`src/rtl/hit_map_ctrl.sv`:
```
// Battleship hit map: 100 two-bit cells updated by a shot FSM, plus an
// independent registered glyph read port for the renderer.
module hit_map_ctrl #(
    parameter int SHIP_CELLS = 17
) (
    input  logic        clk,
    input  logic        rst,
    input  logic        clear_board,
    input  logic        shot_valid,
    output logic        shot_ready,
    input  logic [3:0]  shot_x,
    input  logic [3:0]  shot_y,
    output logic [6:0]  ship_query_xy,
    input  logic        ship_present,
    output logic        res_valid,
    output logic        res_hit,
    output logic        res_dup,
    output logic        res_err,
    input  logic [6:0]  rd_xy,
    input  logic [4:0]  rd_line,
    output logic [31:0] hit_pixels,
    output logic [6:0]  hit_count,
    output logic        game_over,
    output logic [1:0]  fsm_state
);

    typedef enum logic [1:0] {
        S_CLEAR  = 2'd0,
        S_IDLE   = 2'd1,
        S_LOOKUP = 2'd2,
        S_UPDATE = 2'd3
    } state_t;

    localparam logic [1:0] CELL_EMPTY = 2'b00;
    localparam logic [1:0] CELL_MISS  = 2'b01;
    localparam logic [1:0] CELL_HIT   = 2'b11;
    localparam logic [6:0] LAST_CELL  = 7'd99;
    localparam logic [6:0] COUNT_MAX  = 7'h7f;

    state_t      state;
    state_t      state_next;

    logic [1:0]  cells [0:99];
    logic [6:0]  clr_idx;
    logic [3:0]  tgt_x;
    logic [3:0]  tgt_y;
    logic        tgt_err;
    logic [6:0]  tgt_idx;
    logic [1:0]  tgt_cell;
    logic        abort;
    logic        shot_fire;
    logic        shot_bad;

    logic        cell_we;
    logic [6:0]  cell_waddr;
    logic [1:0]  cell_wdata;
    logic        hit_inc;

    logic [1:0]  rd_cell;
    logic [3:0]  rd_row;
    logic [4:0]  rd_shift;
    logic [31:0] rd_pixels;
    logic        unused_rd_line;

    // Handshake: a shot is taken on a cycle where shot_valid and shot_ready
    // are both high; shot_ready is low whenever rst or clear_board would
    // discard the shot, so a seen ready always means the shot was accepted.
    assign abort     = rst | clear_board;
    assign shot_fire = shot_valid & shot_ready;
    assign shot_bad  = (shot_x > 4'd9) | (shot_y > 4'd9);
    assign tgt_idx   = 7'(tgt_y) * 7'd10 + 7'(tgt_x);
    assign tgt_cell  = (tgt_idx <= LAST_CELL) ? cells[tgt_idx] : CELL_EMPTY;
    assign fsm_state = state;

    always_ff @(posedge clk) begin
        if (rst) begin
            state <= S_CLEAR;
        end else begin
            state <= state_next;
        end
    end

    always_comb begin
        state_next = state;
        if (clear_board) begin
            state_next = S_CLEAR;
        end else begin
            case (state)
                S_CLEAR:  if (clr_idx == LAST_CELL) state_next = S_IDLE;
                S_IDLE:   if (shot_fire) state_next = shot_bad ? S_UPDATE : S_LOOKUP;
                S_LOOKUP: state_next = S_UPDATE;
                S_UPDATE: state_next = S_IDLE;
                default:  state_next = S_CLEAR;
            endcase
        end
    end

    always_comb begin
        shot_ready    = 1'b0;
        ship_query_xy = 7'd0;
        res_valid     = 1'b0;
        res_hit       = 1'b0;
        res_dup       = 1'b0;
        res_err       = 1'b0;
        cell_we       = 1'b0;
        cell_waddr    = clr_idx;
        cell_wdata    = CELL_EMPTY;
        hit_inc       = 1'b0;
        case (state)
            S_CLEAR: begin
                cell_we = ~abort;
            end
            S_IDLE: begin
                shot_ready = ~abort;
            end
            S_LOOKUP: begin
                ship_query_xy = tgt_idx;
            end
            S_UPDATE: begin
                // An abort landing on the result cycle swallows both the pulse and the write.
                if (!abort) begin
                    res_valid = 1'b1;
                    if (tgt_err) begin
                        res_err = 1'b1;
                    end else if (tgt_cell != CELL_EMPTY) begin
                        res_dup = 1'b1;
                        res_hit = (tgt_cell == CELL_HIT);
                    end else begin
                        res_hit    = ship_present;
                        cell_we    = 1'b1;
                        cell_waddr = tgt_idx;
                        cell_wdata = ship_present ? CELL_HIT : CELL_MISS;
                        hit_inc    = ship_present;
                    end
                end
            end
            default: ;
        endcase
    end

    always_ff @(posedge clk) begin
        if (abort) begin
            clr_idx <= 7'd0;
        end else if (state == S_CLEAR && clr_idx != LAST_CELL) begin
            clr_idx <= clr_idx + 7'd1;
        end
    end

    always_ff @(posedge clk) begin
        if (rst) begin
            tgt_x   <= 4'd0;
            tgt_y   <= 4'd0;
            tgt_err <= 1'b0;
        end else if (shot_fire) begin
            tgt_x   <= shot_x;
            tgt_y   <= shot_y;
            tgt_err <= shot_bad;
        end
    end

    always_ff @(posedge clk) begin
        if (abort) begin
            hit_count <= 7'd0;
            game_over <= 1'b0;
        end else begin
            if (hit_inc && hit_count != COUNT_MAX) begin
                hit_count <= hit_count + 7'd1;
            end
            game_over <= (32'(hit_count) >= 32'(SHIP_CELLS));
        end
    end

    always_ff @(posedge clk) begin
        if (cell_we) begin
            cells[cell_waddr] <= cell_wdata;
        end
    end

    // Glyph rows only use the low four bits of rd_line.
    assign unused_rd_line = rd_line[4];
    assign rd_row         = rd_line[3:0];
    assign rd_shift       = {rd_row, 1'b0};
    assign rd_cell        = (rd_xy <= LAST_CELL) ? cells[rd_xy] : CELL_EMPTY;

    always_comb begin
        rd_pixels = 32'd0;
        case (rd_cell)
            CELL_HIT:  rd_pixels = (32'h3 << rd_shift) | (32'h3 << (5'd30 - rd_shift));
            CELL_MISS: if (rd_row >= 4'd6 && rd_row <= 4'd9) rd_pixels = 32'h0003_C000;
            default:   rd_pixels = 32'd0;
        endcase
    end

    always_ff @(posedge clk) begin
        if (rst) begin
            hit_pixels <= 32'd0;
        end else begin
            hit_pixels <= rd_pixels;
        end
    end

endmodule

```
`config.mk`:
```
export PLATFORM = sky130hd
export DESIGN_NAME = hit_map_ctrl
export DESIGN_NICKNAME = d
export VERILOG_FILES = /design/src/rtl/hit_map_ctrl.sv
export SDC_FILE = /design/constraint.sdc
export NUM_CORES = 1
export LEC_CHECK = 0
export ABC_AREA = 0
export CAP_MARGIN = 20
export CORE_MARGIN = 5
export CORE_UTILIZATION = 55
export DETAILED_ROUTE_END_ITERATION = 12
export GPL_ROUTABILITY_DRIVEN = 0
export PLACE_DENSITY = 0.82
export SLEW_MARGIN = 20
export SYNTH_ARGS = -nofsm -noshare
export SYNTH_HDL_FRONTEND = slang
export SYNTH_SLANG_ARGS = --single-unit
```
`constraint.sdc`:
```
create_clock -name clk -period 5.8 [get_ports clk]
set_input_delay 0.87 -clock clk [delete_from_list [all_inputs] [get_ports clk]]
set_output_delay 0.87 -clock clk [all_outputs]
set_load 0.01 [all_outputs]
```
# Word level (Yosys, flattened, before mapping)
# Memories as Yosys holds them, arrays and structs flattened.
# Index checks and enable logic that the tools add are counted.
word_totals:
  n_memories: 1
  word_cells: 88
  output_inout_bits: 54
  ramBits: 200
  ff_bits: 58
  inputBits: 25
op_classes:
  n_eq_ne: 11
  magnitude_cmp: 7
  n_mul: 1
  muxes: 42
  addsub: 4
  n_reduce_logical: 7
  shifts: 2
  bitwise: 5
mem_list:
  columns: ["memory", "depth", "word_bits", "rd", "rd_ports_with_merged_regs", "write_ports", "line", "text"]
  rows:
  - ["cells", 100, 2, 2, 0, 1, "43", "logic [1:0] cells [0:99];"]
ops:
  columns: ["cell", "count"]
  rows:
  - ["$pmux 32 s2", 1]
  - ["$shl 2x5->32 const A", 2]
  - ["$mux 7", 5]
  - ["$or 32x32->32", 1]
  - ["$mux 1", 24]
  - ["$mux 18", 1]
  - ["$mux 2", 9]
  - ["$add 7x1->7 const B", 2]
  - ["$le 7x7->1 const B", 2]
  - ["$ne 7x7->1 const B", 2]
  - ["$eq 2x2->1 const B", 4]
  - ["$gt 4x4->1 const B", 2]
  - ["$pmux 2 s4", 1]
  - ["$add 7x4->7", 1]
  - ["$eq 7x7->1 const B", 1]
  - ["$ge 7x5->1 const B", 1]
  - ["$mul 4x3->6 const B", 1]
  - ["$sub 5x5->5 const A", 1]
  - ["$eq 2x1->1 const B", 2]
  - ["$ge 4x3->1 const B", 1]
  - ["$le 4x4->1 const B", 1]
  - ["$ne 2x2->1 const B", 2]
  - ["$logic_and 1x1->1", 3]
  - ["$logic_not 2->1", 1]
  - ["other kinds (7)", 8]

# Logic depth before layout (Yosys ltp)
# Gate-level depths: netlist of run 1.
logic_depth:
  ltp_word: 11
  ltp_mapped: 16
  ltp_nobuf: 12

# Worst setup path after synthesis of run 1
# OpenSTA, ideal clock, no wires.
synth_timing:
  path_type: "register -> register"
  from: "register tgt_y[1]"
  to: "memory cells[0][1], data pin"
  arrival_time_ns: 5.506
  setup_time_ns: 0.667
  synth_period_minus_slack_ns: 6.173
  stages_incl_launch_ff: 17
  slack_ns: -0.373
  n_path_buf: 4
  required_ns: 5.133
  cell_sequence: "dfxtp_1 ha_1 ha_1 inv_1 fa_1 clkbuf_1 nand2b_1 a21oi_1 xor2_1 nand2_1 o32ai_2 o32ai_1 or2_1 buf_2 buf_6 buf_6 nor2_1"
synth_via:
  elab_chain_len: 9
synth_lines:
  columns: ["element", "line", "text"]
  rows:
  - ["start, declared", "46", "logic [3:0] tgt_y;"]
  - ["start signal, assigned", "156", "tgt_y <= shot_y;"]
  - ["$mul 4x3->6 (*)", "71", "assign tgt_idx = 7'(tgt_y) * 7'd10 + 7'(tgt_x);"]
  - ["$add 7x4->7 (*)", "71", null]
  - ["$mem_v2 100x2 or $le 7x7->1 (tied branches)", null, null]
  - ["$mux 2 (*)", "72", "assign tgt_cell = (tgt_idx <= LAST_CELL) ? cells[tgt_idx] : CELL_EMPTY;"]
  - ["$reduce_bool 2->1 (*)", "125", "end else if (tgt_cell != CELL_EMPTY) begin"]
  - ["$mux 2 (*)", "125", null]
  - ["$mux 2 (*)", "123", "if (tgt_err) begin"]
  - ["$mux 2 (*)", "121", "if (!abort) begin"]
  - ["$mux 2 (*)", "109", "case (state)"]
  - ["named net cell_wdata[1]", "56", "logic [1:0] cell_wdata;"]
  - ["end, declared", "43", null]
# Mark *: on every way through the listed nets, which the timed path passes. The rest lies on a longest branch.

# Worst setup path in the final report of run 1
layout_timing:
  from: "register tgt_y[1]"
  to: "output res_hit"
layout_via:
  elab_chain_len: 9
layout_lines:
  columns: ["element", "line", "text"]
  rows:
  - ["$mul 4x3->6 (*)", "71", null]
  - ["$add 7x4->7 (*)", "71", null]
  - ["$mem_v2 100x2 or $le 7x7->1 (tied branches)", null, null]
  - ["$mux 2 (*)", "72", null]
  - ["$eq 2x2->1 or $reduce_bool 2->1 (tied branches)", "127, 125", null]
  - ["$mux 1 (*)", "125", null]
  - ["$mux 1 (*)", "123", null]
  - ["$mux 1 (*)", "121", null]
  - ["$mux 1 (*)", "109", null]
  - ["end, declared", "16", "output logic res_hit,"]
# Mark *: on every way between the ends. The rest lies on a longest branch, timed or not.

==> results.txt, run 1 <==
----------------------------------------------------
[Placement]
  Half-perimeter wire length of the detailed placement result ... 25900 microns
  Buffers added on ports ... 77

[Hold path]
  Hold Crit Depth ... 2
  Worst hold path type ... flop to flop

[Synth]
  Cell with the most instances after synthesis ... nand2_1
  Leading post-synthesis cells by cell area ... edfxtp_1, mux4_2, mux2i_1
  Net count after synthesis ... around 1200
  Cell variety after synth ... 52
  Share of async-settable or async-resettable flops after synthesis ... 0
  Synthesis-stage register bit count ... around 230
  Yosys top cell by area ... edfxtp_1
  Synth cell count leaders ... nand2_1, edfxtp_1, mux2i_1
  Commonest register cell after synthesis ... edfxtp_1
  Post-synthesis area per instance ... between 10 and 15 sq um
  Number of enable-type register cells in the synthesized netlist ... 200
  Warnings, synthesis ... 0
  Gate count after technology mapping ... roughly 1100
  Yosys top cell area share ... 0.437
  Share of synthesized area occupied by flip-flops and latches ... 0.486
  Post-synth design cell area ... around 14000 sq um

[Detailed routing]
  Routed length per instance ... around 25 microns
  Detailed Route WL ... 37800 microns
  Average via count per standard cell ... roughly 6.7
  Number of vias after detailed routing ... between 10000 and 15000
  Starting DRT DRC Count ... 1536
  Count of unresolved DRC violations after routing ... 0
  DR pass1 iterations ... 6
  Residual antenna-violating net count after detailed routing ... 0

[Floorplan]
  Initial core utilization ... 0.562
  Core region area ... ~24000 sq um
  Number of primary I/O pins ... 79
  Floorplan row count ... between 50 and 60
  Die outline height ... 168 microns
  Full die area ... approximately 28000 sq um
  Width of the die ... 168 microns

[CTS]
  Number of buffers inserted by post-CTS setup repair ... 0
  CTS tree ... yes
  CTS root buffer ... clkbuf_16
  Num CTS Buffers ... 25
  CTS-repair resized insts ... 0
  Post-CTS clock slew at the launch and capture registers of the worst setup and hold paths ... 60 ps
  Maximum clock insertion buffer count ... 3
  Sink count of the clock tree ... 234
  Hold-fix buffers at CTS ... 0
  Latest clock arrival within the worst-skew pair ... around 530 ps
  Level count of the clock H-tree ... 1

[Run status]
  Result of the run ... finished, final reports clean

[Power and ir drop]
  Lkg Pwr ... about 5.6 nW
  Sw Pwr ... approximately 0.70 mW
  Relative contribution of the clock network to total power ... 0.438
  IR drop worst, VDD ... between 0.1 and 0.15 mV
  Switching part of the total power ... 0.203
  Part of the total power dissipated in sequential elements ... 0.523
  Power density over the cells ... 222 nW/um^2
  Share of power burned in combinational logic ... 0.038
  Total power draw ... roughly 3.4 mW
  Cell Int Power ... around 2.7 mW

[Critical path]
  Required time of the worst setup path ... 4930 ps
  Worst endpoint data arrival time ... 4650 ps
  Crit-path max FO ... 6
  Crit. End Element ... output pin
  Worst reg-to-reg path cell count ... 13
  Startpoint type of the worst setup path ... flop
  Critical path class ... flop to output pin

[Timing]
  Clock skew ... approximately 23 ps
  Worst relative slew slack ... 0.257
  Total setup violations reported at the end of the flow ... 0
  Maximum clock rate ... between 0.15 and 0.2 GHz
  Max-slew violation count ... 0
  Hold violation total from the final report ... 0
  Unrepaired setup endpoints after global routing ... false
  Slew at the pin closest to its max-slew limit ... ~1100 ps
  Setup TNS after final layout ... 0 ps
  Final cycle utilization of the critical path ... 0.951
  Min Tclk post-route ... roughly 5500 ps

[Final layout]
  Layout Nets ... about 1200
  Relative area change from synthesis to final layout ... 12.7%
  Inserted Diodes ... 0
  Ratio of cells with drive above 1 in the final layout ... 0.180

[Global route]
  Number of antenna violations at the first check in global routing ... 0
  First-pass GRT wire length ... a little under 60000 microns
  Maximum number of pins on one net before global-route repair ... 101
  Vias in the first global route ... approximately 10000
  Tot GR Track Use ... 0.266
  Total global routing overflow ... 0

[Job]
  Total of max-cap violations ... 0

----------------------------------------------------
-- area by class of cell --
class                   instances  area, sq um
fillers                      1741         8970
flip-flops and latches        234         6690
multi-input cells             762         6460
repair buffers                118         1110
clock buffers                  42          759
well taps                     324          405
inverters                      16         60.1
clock inverters                 3         15.0
-- flip-flops by register name, summed over array words and instances (netlist names) --
register,flops
cells,200
clr_idx,7
fsm_state,2
game_over,1
hit_count,7
hit_pixels,8
tgt_err,1
tgt_x,4
tgt_y,4
-- cell families (layout without fill, tap and decap cells) --
| logic type | Yosys count | in the layout | synth area share |
|---|---|---|---|
| buffers and inverters | 123 | 179 | 0.0494 |
| XOR/XNOR | 16 | 16 | 0.0107 |
| AND/OR/NAND/NOR | 412 | 412 | 0.133 |
| adder cells (fa/ha/maj) | 16 | 16 | 0.0156 |
| multiplexers | 224 | 224 | 0.259 |
| AO/OA/AOI/OAI | 94 | 94 | 0.0462 |
| flip-flops | 234 | 234 | 0.486 |
-- final timing paths --
| kind | start | to | slack (ps) |
|---|---|---|---|
| max reg2reg | tgt_y[0] | cells[52][0] | 820 |
| max | tgt_y[1] | res_hit | 280 |
| min reg2reg | tgt_y[2] | tgt_y[2] | 480 |
| min | tgt_y[2] | tgt_y[2] | 480 |
-- layout by cell type, fill, tap and decap left out, types with 27 or more instances in the layout --
cell             Yosys  final
nand2_1            229    229
edfxtp_1           200    200
mux2i_1            116    116
mux4_2             105    105
clkdlybuf4s50_1      0     75
nor2_1              57     54
buf_4               30     38
dfxtp_1             34     33
nand3_1             28     28
a21oi_1             27     27
-- power groups by stage --
stage	combinational [mW]	clock, mW	sequential (mW)
after floorplan	0.0827	0	1.84
after global placement	0.126	0	1.84
after detailed placement	0.128	0	1.84
after CTS	0.129	1.53	1.80
after global routing	0.139	1.61	1.80
final	0.132	1.51	1.80
-- critical path, cell delays in order (launching register included) --
cell and delay, ps:
dfxtp_1 460, ha_1 280, ha_1 170, inv_1 70
fa_1 530, nand2b_1 200, a21oi_1 260, xor2_1 210
nand2_1 250, a211oi_1 500, o32ai_2 190, or2_2 310
a21oi_1 140, clkdlybuf4s50_1 560
-- metal layers --
layer	track usage	wire length [microns]	vias up	part of all wire
met5	0	0	-	0
li1	-	-	4282	-
met2	0.430	18000	727	0.48
met3	0.0675	4730	150	0.13
met1	0.350	13500	4871	0.36
met4	0.0977	1570	0	0.042
-- through the flow --
step / area [sq um] / worst slack, ps / hold WS (ps) / std cells / util
final: 15500 / 283 / 480 / 1499 / 0.633
after global routing: 15500 / 152 / 506 / 1499 / 0.633
after CTS: 15400 / 369 / 481 / 1498 / 0.631
after detailed placement: 14700 / 929 / 472 / 1453 / 0.600
after global placement: 14700 / 954 / 468 / 1453 / 0.600
after floorplan: 13800 / 710 / 441 / 1119 / -
(Power assumes the default switching activity.)
==> run 2: changes to the inputs <==
SETUP_SLACK_MARGIN = 0.3   (was not set)
SLEW_MARGIN = not set   (was 20)
==> results.txt, run 2 (same netlist as run 1, synthesis figures left out) <==
----------------------------------------------------
[CTS]
  Hold-fix buffers at CTS ... 0
  Latest clock arrival within the worst-skew pair ... approximately 530 ps
  Post-CTS clock slew at the launch and capture registers of the worst setup and hold paths ... roughly 60 ps
  Number of buffers inserted by post-CTS setup repair ... 0
  Level count of the clock H-tree ... 1
  Sink count of the clock tree ... 234
  Num CTS Buffers ... 25
  CTS root buffer ... clkbuf_16
  CTS tree ... yes
  Maximum clock insertion buffer count ... 3

[Final layout]
  Largest register FFs ... 200
  Registers with the highest flip-flop counts ... cells x200, hit_pixels x8
  Layout Nets ... roughly 1200
  Inserted Diodes ... 0
  Ratio of cells with drive above 1 in the final layout ... 0.180
  Final core utilization ... 0.634
  Top library cells by usage in the layout, fill and taps aside ... nand2_1, edfxtp_1, mux2i_1, mux4_2, clkdlybuf4s50_1
  Largest register by flop count ... cells
  Relative area change from synthesis to final layout ... 12.9%
  Most common cell after layout, fill and taps aside ... nand2_1

[Power and ir drop]
  Lkg Pwr ... between 5 and 6 nW
  IR drop worst, VDD ... around 0.15 mV
  Power density over the cells ... ~220 nW/um^2

[Timing]
  Total setup violations reported at the end of the flow ... 0
  Setup TNS after final layout ... 0 ps
  Final cycle utilization of the critical path ... 0.944
  Hold violation total from the final report ... 0
  Min Tclk post-route ... about 5500 ps
  Slew at the pin closest to its max-slew limit ... 1150 ps
  Clock skew ... 21.4 ps
  Unrepaired setup endpoints after global routing ... true
  Max-slew violation count ... 0
  Worst relative slew slack ... 0.228
  Maximum clock rate ... approximately 0.18 GHz

[Floorplan]
  Core region area ... about 24000 sq um
  Initial core utilization ... 0.562
  Die outline height ... around 170 microns
  Full die area ... 28300 sq um
  Width of the die ... 168 microns
  Number of primary I/O pins ... 79
  Floorplan row count ... 57

[Detailed routing]
  Average via count per standard cell ... 6.67
  Number of vias after detailed routing ... around 10000
  Residual antenna-violating net count after detailed routing ... 0
  Count of unresolved DRC violations after routing ... 0
  DR pass1 iterations ... 6
  Starting DRT DRC Count ... around 1600
  Detailed Route WL ... around 38000 microns
  Routed length per instance ... 25.2 microns

[Placement]
  Buffers added on ports ... 77
  Half-perimeter wire length of the detailed placement result ... around 26000 microns

[Critical path]
  Startpoint type of the worst setup path ... flop
  Cell with the largest stage delay on the worst path ... clkdlybuf4s50_1
  Crit-path max FO ... 6
  Required time of the worst setup path ... slightly below 5000 ps
  Critical path class ... flop to output pin
  Worst endpoint data arrival time ... around 4600 ps
  Series of cell instances along the critical path ... ha_1, ha_1, inv_1, fa_1, nand2b_1, a21oi_1, xnor2_1, nand2_1, a21oi_1, o32ai_2, or2_2, a21oi_1, clkdlybuf4s50_1
  Crit. End Element ... output pin
  Crit-path max cell delay ... around 560 ps
  Most numerous cell on the critical path ... a21oi_1

[Global route]
  First-pass GRT wire length ... roughly 60000 microns
  Tot GR Track Use ... 0.266
  Maximum number of pins on one net before global-route repair ... around 100
  Vias in the first global route ... between 10000 and 15000
  Total global routing overflow ... 0
  Number of antenna violations at the first check in global routing ... 0

[Job]
  Total of max-cap violations ... 0

[Run status]
  Result of the run ... finished, final reports clean

[Hold path]
  Worst hold path type ... flop to flop

----------------------------------------------------
[run 2: cell count changes in the layout (fill, tap and decap cells not counted), sizes merged]
cell and delta:
buf +3, clkbuf +3
[run 2: worst max-delay path: cells and delay by family (launching register included)]
kind            cells  cell delay, ps
xor+xnor            1             200
compound gates      4             980
buf+inv             2             630
flops               1             460
simple gates        3             820
fa+ha+maj           3             980
[run 2: timing repair]
item                                   4_1_cts  5_1_grt
setup endpoints to repair                    0        2
gates resized for setup                      0        3
endpoints found under the hold margin        0        0
[run 2: path summary, 6_finish.rpt]
check	cells past startpoint	slack [ps]	to	from
hold / removal	2	480	tgt_y[2]	tgt_y[2]
setup / recovery	13	320	res_hit	tgt_y[1]
hold reg to reg	2	480	tgt_y[2]	tgt_y[2]
setup reg to reg	14	910	cells[52][0]	tgt_y[1]
[run 2: report_power, final]
| part | internal (mW) | leakage, nW | switching, mW |
|---|---|---|---|
| combinational | 0.0604 | 2.95 | 0.0704 |
| clock | 0.884 | 0.382 | 0.629 |
| sequential | 1.80 | 2.28 | 0.00272 |
| total | 2.75 | 5.61 | 0.702 |
[run 2: metrics by stage]
| step | power (mW) | setup slack [ps] | cells | area [sq um] | hold WS [ps] |
|---|---|---|---|---|---|
| after floorplan | 1.92 | 710 | 1119 | 13800 | 441 |
| after global routing | 3.55 | 215 | 1505 | 15500 | 506 |
| after global placement | 1.97 | 954 | 1453 | 14700 | 468 |
| after detailed placement | 1.97 | 929 | 1453 | 14700 | 472 |
| final | 3.45 | 322 | 1505 | 15500 | 480 |
| after CTS | 3.46 | 369 | 1498 | 15400 | 481 |
[run 2: final cells by class]
| class | count | area (sq um) |
|---|---|---|
| Sequential cell | 234 | 6690 |
| Multi-Input combinational cell | 762 | 6450 |
| Tap cell | 324 | 405 |
| Inverter | 16 | 60.1 |
| Fill cell | 1736 | 8940 |
| Timing Repair Buffer | 124 | 1140 |
| Clock inverter | 3 | 15.0 |
| Clock buffer | 42 | 759 |
[run 2: metal layers]
metal | track usage | up-vias | wire length (microns)
met1 | 0.350 | 4837 | 13400
met3 | 0.0675 | 143 | 4860
met4 | 0.0977 | 0 | 1660
met5 | 0 | - | 0
li1 | - | 4286 | -
met2 | 0.430 | 776 | 17900
==> run 3: changes to the inputs <==
CTS_CLUSTER_SIZE = 25   (was not set)
==> results of run 3 <==
Same layout as run 2: the final DEF is identical, and so are final timing and power.
